**config.mk**
```make
export PLATFORM = sky130hd
export DESIGN_NAME = rle_dec
export DESIGN_NICKNAME = d
export VERILOG_FILES = /design/src/rtl/rle_dec_pkg.sv /design/src/rtl/rle_dec_cnt.sv /design/src/rtl/rle_dec.sv
export SDC_FILE = /design/constraint.sdc
export NUM_CORES = 1
export LEC_CHECK = 0
export BUFFER_PORTS_ARGS = -buffer_cell sky130_fd_sc_hd__buf_4
export CORE_UTILIZATION = 50
export DETAILED_ROUTE_END_ITERATION = 10
export PLACE_DENSITY = 0.72
export SYNTH_ARGS = -nofsm -noshare
export SYNTH_HDL_FRONTEND = slang
export SYNTH_SLANG_ARGS = --single-unit
```
**constraint.sdc**
```tcl
create_clock -name core_clk -period 3.67 [get_ports core_clk]
set_clock_uncertainty 0.2 [all_clocks]
set_input_delay 0 -clock core_clk [delete_from_list [all_inputs] [get_ports core_clk]]
set_output_delay 0 -clock core_clk [all_outputs]
set_load 0.01 [all_outputs]
```
**src/rtl/rle_dec_pkg.sv**
```systemverilog
`default_nettype none
// ============================================================
// rle_dec_pkg : shared types and constants for the RLE decoder
// Rev 1.0
// ============================================================
package rle_dec_pkg;

  localparam int          SAMPLE_W     = 15;
  localparam int          CNT_W        = 25;
  localparam int          RLE_CNT_FLAG = 15;
  localparam logic [14:0] RLE_CNT_MAX  = 15'h7FFF;

  typedef enum logic [1:0] {
    IDLE   = 2'd0,
    EMIT   = 2'd1,
    REPEAT = 2'd2
  } state_t;

endpackage
`default_nettype wire

```
**src/rtl/rle_dec_cnt.sv**
```systemverilog
`default_nettype none
// ============================================================
// rle_dec_cnt : wrapping transfer counter with synchronous clear
// Rev 1.0
// ============================================================
module rle_dec_cnt
  import rle_dec_pkg::*;
#(
  parameter int WIDTH = CNT_W
) (
  input  logic             clk,
  input  logic             rst,
  input  logic             clr,
  input  logic             inc,
  output logic [WIDTH-1:0] cnt
);

  logic [WIDTH-1:0] r_cnt;

  always_ff @(posedge clk or posedge rst) begin
    if (rst) begin
      r_cnt <= '0;
    end else if (clr) begin
      r_cnt <= '0;
    end else if (inc) begin
      r_cnt <= r_cnt + {{(WIDTH-1){1'b0}}, 1'b1};
    end
  end

  assign cnt = r_cnt;

endmodule
`default_nettype wire

```
**src/rtl/rle_dec.sv**
```systemverilog
`default_nettype none
// ============================================================
// rle_dec : run-length decoder, sample/count words in, samples out
// Rev 1.0 -- optional error detection via RLE_DEC_ERR_EN
// ============================================================
module rle_dec
  import rle_dec_pkg::*;
(
  input  logic                core_clk,
  input  logic                core_rst,
  input  logic                dec_en,
  input  logic [SAMPLE_W:0]   rle_data,
  input  logic                rle_valid,
  output logic                rle_ready,
  output logic [SAMPLE_W-1:0] dec_data,
  output logic                dec_valid,
  input  logic                dec_ready,
  output logic [CNT_W-1:0]    dec_sample_cnt,
  output logic                dec_err
);

  state_t              r_state, w_state_nxt;
  logic [SAMPLE_W-1:0] r_data, w_data_nxt;
  logic [SAMPLE_W-1:0] r_last, w_last_nxt;
  logic [SAMPLE_W-1:0] r_rem, w_rem_nxt;
  logic                r_valid, w_valid_nxt;
  logic                w_is_cnt, w_xfer, w_ready, w_accept, w_orphan;
  logic [SAMPLE_W-1:0] w_n;

  assign w_is_cnt = rle_data[RLE_CNT_FLAG];
  assign w_n      = rle_data[SAMPLE_W-1:0] & RLE_CNT_MAX;
  assign w_xfer   = r_valid & dec_ready;

  // A new word may only land when the presented sample is leaving this cycle.
  assign w_ready  = ((r_state != REPEAT) | ((r_rem == 15'd1) & dec_ready))
                  & (~r_valid | dec_ready) & dec_en & ~core_rst;
  assign w_accept = rle_valid & w_ready;

`ifdef RLE_DEC_ERR_EN
  logic r_seen, r_err;

  assign w_orphan = w_is_cnt & ~r_seen;

  always_ff @(posedge core_clk or posedge core_rst) begin
    if (core_rst) begin
      r_seen <= 1'b0;
      r_err  <= 1'b0;
    end else if (!dec_en) begin
      r_seen <= 1'b0;
      r_err  <= 1'b0;
    end else if (w_accept) begin
      if (!w_is_cnt) r_seen <= 1'b1;
      if (w_orphan)  r_err  <= 1'b1;
    end
  end

  assign dec_err = r_err;
`else
  assign w_orphan = 1'b0;
  assign dec_err  = 1'b0;
`endif

  always_comb begin
    w_state_nxt = r_state;
    w_data_nxt  = r_data;
    w_last_nxt  = r_last;
    w_rem_nxt   = r_rem;
    w_valid_nxt = r_valid;

    if (w_xfer) begin
      case (r_state)
        EMIT: begin
          w_state_nxt = IDLE;
          w_valid_nxt = 1'b0;
        end
        REPEAT: begin
          if (r_rem <= 15'd1) begin
            w_state_nxt = IDLE;
            w_valid_nxt = 1'b0;
            w_rem_nxt   = '0;
          end else begin
            w_rem_nxt   = r_rem - 15'd1;
          end
        end
        default: ;
      endcase
    end

    // Accepted words override the drain outcome; a zero count is a no-op.
    if (w_accept && !w_orphan) begin
      if (!w_is_cnt) begin
        w_state_nxt = EMIT;
        w_data_nxt  = rle_data[SAMPLE_W-1:0];
        w_last_nxt  = rle_data[SAMPLE_W-1:0];
        w_valid_nxt = 1'b1;
      end else if (w_n != '0) begin
        w_state_nxt = REPEAT;
        w_rem_nxt   = w_n;
        w_data_nxt  = r_last;
        w_valid_nxt = 1'b1;
      end
    end
  end

  always_ff @(posedge core_clk or posedge core_rst) begin
    if (core_rst) begin
      r_state <= IDLE;
      r_data  <= '0;
      r_last  <= '0;
      r_rem   <= '0;
      r_valid <= 1'b0;
    end else if (!dec_en) begin
      r_state <= IDLE;
      r_data  <= '0;
      r_last  <= '0;
      r_rem   <= '0;
      r_valid <= 1'b0;
    end else begin
      r_state <= w_state_nxt;
      r_data  <= w_data_nxt;
      r_last  <= w_last_nxt;
      r_rem   <= w_rem_nxt;
      r_valid <= w_valid_nxt;
    end
  end

  rle_dec_cnt #(
    .WIDTH (CNT_W)
  ) u_cnt (
    .clk (core_clk),
    .rst (core_rst),
    .clr (~dec_en),
    .inc (w_xfer),
    .cnt (dec_sample_cnt)
  );

  assign rle_ready = w_ready;
  assign dec_data  = r_data;
  assign dec_valid = r_valid;

endmodule
`default_nettype wire

```
Word-level counts from Yosys, hierarchy flattened. Index checks and enable logic that the tools add are counted. W data, S select, Z words.

$add $sub $neg: 2. Order comparisons: 1. Multiplexer cells: 30. Equal/unequal tests: 8. Bitwise operators: 10. Reductions and logical operators: 3.

Operators with widths (count): $mux W15 (14); $mux W25 (2); $add A25 B1 Y25 const B (1); $eq A15 B1 Y1 const B (1); $le A15 B1 Y1 const B (1); $reduce_bool A15 Y1 (1); $sub A15 B1 Y15 const B (1); $mux W2 (6); $and A1 B1 Y1 (6); $mux W1 (6); $ne A2 B1 Y1 const B (2); $ne A2 B2 Y1 const B (2); $pmux W2 S2 (1); $reduce_and A2 Y1 (2); $ne A3 B2 Y1 const B (1); $eq A2 B1 Y1 const B (1); $eq A2 B2 Y1 const B (1); $not A1 Y1 (2); $or A1 B1 Y1 (2); $pmux W1 S2 (1).

Register bits: 73. Output and inout port bits: 43. Input port bits: 21.

Longest topological paths before layout.
Depth after elaboration: 9. Depth in mapped cells: 8.

By module. A second synthesis with hierarchy kept.

Cell total of the unflattened synthesis: 405. Area total of the unflattened synthesis: 4000.1 um2.

By module, submodules not included: rle_dec (area an instance 2680.1 um2, times used 1, cells an instance 271); rle_dec_cnt (area an instance 1320.0 um2, times used 1, cells an instance 134).

Least setup slack after synthesis. OpenSTA, ideal clock, no wires.

Path kind: flip-flop to flip-flop. Start: register r_rem[1]. End: register r_rem[13]. Period minus slack after synthesis: 2.479 ns. Arrival: 2.153 ns. Required time: 3.344 ns. Setup time: 0.126 ns. Stages on the path, launching flop included: 7. Path slack: 1.191 ns. Cell sequence: dfrtp_1 > inv_1 > ha_1 > or4bb_1 > o41a_1 > or4_1 > o311a_1.

Longest elaborated chain between the ends: 9. Elaborated cells on any way between the ends: 16. Those cells by class: 1 x add/sub; 1 x order compare; 1 x eq/ne; 7 x mux; 6 x bitwise.

RTL lines: start, declared (line rle_dec.sv:25) `logic [SAMPLE_W-1:0] r_rem, w_rem_nxt;`; start signal, assigned (line rle_dec.sv:122) `r_rem <= w_rem_nxt;`; parallel branches: the longest is 7 deep, another holds $sub A15 B1 Y15; $mux W15 (*) (line rle_dec.sv:90) `if (w_accept && !w_orphan) begin`; $mux W15 (*) (line rle_dec.sv:112) `end else if (!dec_en) begin`.

Mark *: on every way between the ends. A chain may end at the register's enable or synchronous reset.

Final worst setup path. Same ends and word-level chain as after synthesis.

==> metrics.md <==
| Metric | Value |
|---|---|
| Total grt overflow | `0` |
| Pleak | `between 0.002 and 0.0025 µW` |
| Drt pass-1 iters | `4` |
| Fill cells | `between 600 and 700` |
| Starting Density | `around 53%` |
| Syn-to-layout area delta | `22.6%` |
| Worst-skew pair later-pin latency | `between 0.3 and 0.4 ns` |
| Fraction of layout instances using a drive strength above 1 | `between 10% and 20%` |
| Max VDD drop | `between 0.15 and 0.2 mV` |
| Vias per cell | `between 5 and 6` |
| Post-CTS sizing | `0` |
| Req. time, crit path | `~3.7 ns` |
| YS warnings | `0` |
| Synth area leaders | `dfrtp_1 (44%), mux2i_1 (8.4%), nand4_1 (3.6%)` |
| Synthesized Nets | `457` |
| Initial antenna violation count | `0` |
| GRT Total Usage | `between 20% and 30%` |
| Number of routed nets with antenna violations | `0` |
| Final hold violation count | `0` |
| Core area | `between 7000 and 8000 µm²` |
| H-tree lvl count | `3` |
| Fin. max-slew vios | `0` |
| Multi-input gate area | `about 2200 µm²` |
| Cell with the most instances after synthesis | `dfrtp_1` |
| Netlist cell types | `50` |
| Final net count | `~530` |
| Max Cap Viol | `0` |
| IO Port Bufs | `between 60 and 70` |
| Reg clk slew, reported paths | `~0.08 ns` |
| DRC violations left | `0` |
| Crit Path Max Fanout | `21` |
| CP startpoint kind | `flip-flop` |
| Post-synthesis sequential area ratio | `approximately 44%` |
| Status | `completed` |
| Final period utilization | `80.3%` |
| Row count | `32` |
| Register area | `between 1500 and 2000 µm²` |
| Drt initial violations | `slightly below 200` |
| Clock sinks | `73` |
| Yosys top cell by area | `dfrtp_1` |
| Slew margin rel. | `between 30% and 40%` |
| Worst Hold Class | `in2async` |
| Crit. End Element | `flip-flop` |
| TNS Setup | `0 ns` |
| Synth Register Bits | `73` |
| Via count | `around 3600` |
| Post-Syn Instances | `~430` |
| Antenna diodes | `0` |
| RSZ-0062 raised after global routing | `false` |
| Hold WS | `0.243 ns` |
| Period minus WS final | `approximately 2.9 ns` |
| Post-DP HPWL | `7.23 mm` |
| CTS tree | `done` |
| WS Path Type | `reg2reg` |
| Die ar. | `between 8000 and 9000 µm²` |
| Die height | `between 90 and 100 µm` |
| Placed Area | `4660 µm²` |
| CTS Buffer Depth | `2` |
| Vias in the first global route | `about 3500` |
| Final Wtd Congestion | `roughly 0.84` |
| Main synth FF type | `dfrtp_1` |
| Final WL | `between 10 and 15 mm` |
| F_max | `between 0.3 and 0.4 GHz` |
| R2r worst-path depth | `6` |
| Final Instance Area | `5090 µm²` |
| Syn Area/Cell | `~9.6 µm²` |
| Mapped cell area | `approximately 4200 µm²` |
| Largest net degree at the start of global routing | `44` |
| Synth top area share | `between 40% and 50%` |
| Async set or reset register ratio after synthesis | `100%` |
| Total CTS buffers | `9` |
| Wire per inst | `17.6 µm` |
| Final setup fails | `0` |
| Crit path DAT | `just under 3 ns` |
| I/O pin cnt | `between 60 and 70` |
| Root Buffer | `clkbuf_8` |
| R2R Setup Slk | `about 0.72 ns` |
| Synth cell count leaders | `dfrtp_1 (73), nand2_1 (38), mux2i_1 (35), nand3_1 (28), a21oi_1 (25)` |
| Worst Tran Pin Value | `approximately 1 ns` |
| Post-synth EDFFs | `0` |
| First-pass GRT wire length | `17.7 mm` |
| Die Width | `93.1 µm` |
| Cell area power density | `356 nW/µm²` |
## report_power, final
group / total [µW] / internal (µW) / leakage (µW) / switching (µW)
combinational: 242 / 96.5 / 0.00112 / 146
clock: 722 / 402 / 0.000105 / 320
sequential: 845 / 823 / 0.00101 / 21.9
total: 1810 / 1320 / 0.00223 / 488
## layout by cell type (no fill, tap or decap), types with 3 or more instances in the layout
| master | count |
|---|---|
| dlygate4sd3_1 | 20 |
| xnor2_1 | 11 |
| clkbuf_8 | 10 |
| dfrtp_1 | 73 |
| xor2_1 | 11 |
| mux2i_1 | 35 |
| nor4_1 | 14 |
| or4_1 | 10 |
| and4_1 | 3 |
| nor3_1 | 8 |
| a21oi_1 | 25 |
| o31ai_1 | 13 |
| o21ai_0 | 22 |
| or3_1 | 8 |
| o41ai_1 | 3 |
| and2_1 | 3 |
| nand3_1 | 28 |
| nand2_1 | 38 |
| nand4_1 | 24 |
| clkinvlp_4 | 3 |
| inv_1 | 7 |
| o31ai_2 | 4 |
| nor2_1 | 15 |
| a31oi_1 | 4 |
| nand2b_1 | 7 |
| and3_1 | 3 |
| buf_4 | 69 |
| ha_1 | 5 |
## logic make-up (layout without fill, tap and decap cells)
family / after synthesis / after routing / synth area share, %
adders and majority gates: 5 / 5 / 1.51
DFF: 73 / 73 / 44.0
and+or+nand+nor: 175 / 175 / 23.4
other: 1 / 1 / 0.0904
buffers and inverters: 38 / 114 / 4.10
muxes: 36 / 36 / 8.71
AOI/OAI and AO/OA: 81 / 81 / 13.5
xor gates and xnor gates: 22 / 22 / 4.64
## worst paths after layout
kind | to | startpoint
worst max-delay path | r_rem[13] | r_rem[1]
worst min-delay path | u_cnt.cnt[21] | core_rst
worst max register to register | r_rem[13] | r_rem[1]
worst min register to register | dec_data[14] | dec_data[14]
max in group asynchronous | r_last[8] | core_rst
min in group core_clk | r_last[13] | rle_data[13]
## critical path, stage by stage (launching register included)
cell and delay, ns:
dfrtp_1 0.43, inv_1 0.10, ha_1 0.18, or4bb_1 0.57, o41a_1 0.62, or4_1 0.59, o311a_1 0.14
## per-layer routing
layer  vias to the layer above  share of wire (%)  track usage [%]
li1                       1740                  -                -
met1                      1791                 45             35.4
met2                        93                 49             43.1
met3                        19                4.2             4.39
met4                         0                2.0             9.10
met5                         -                  0                0
## through the flow
step | setup WS, ns | util (%) | instances | power (µW)
after CTS | 0.729 | 64.5 | 609 | 1820
after global placement | 0.807 | 59.1 | 573 | 1080
after floorplan | 1.19 | - | 431 | 1000
final | 0.722 | 64.5 | 609 | 1810
after detailed placement | 0.760 | 59.1 | 573 | 1080
after global routing | 0.609 | 64.5 | 609 | 1880
## layout make-up
class | instances | share of cell area [%]
Clock inverter | 6 | 1.79
Timing Repair Buffer | 89 | 14.1
Multi-Input combinational cell | 320 | 42.3
Sequential cell | 73 | 35.9
Tap cell | 102 | 2.51
Inverter | 9 | 0.664
Clock buffer | 10 | 2.70
## state kept, by name, indices dropped and copies added (netlist names)
signal	flops
dec_data	15
dec_valid	1
r_last	15
r_rem	15
r_state	2
u_cnt.cnt	25
## repair_timing
action                                  4_1_cts  5_1_grt
setup buffers                                 0        0
hold endpoints to repair                     96        0
hold buffers                                 20        0
endpoints found under the setup margin        0        0
Note: power is estimated with default switching activity, not from simulation.
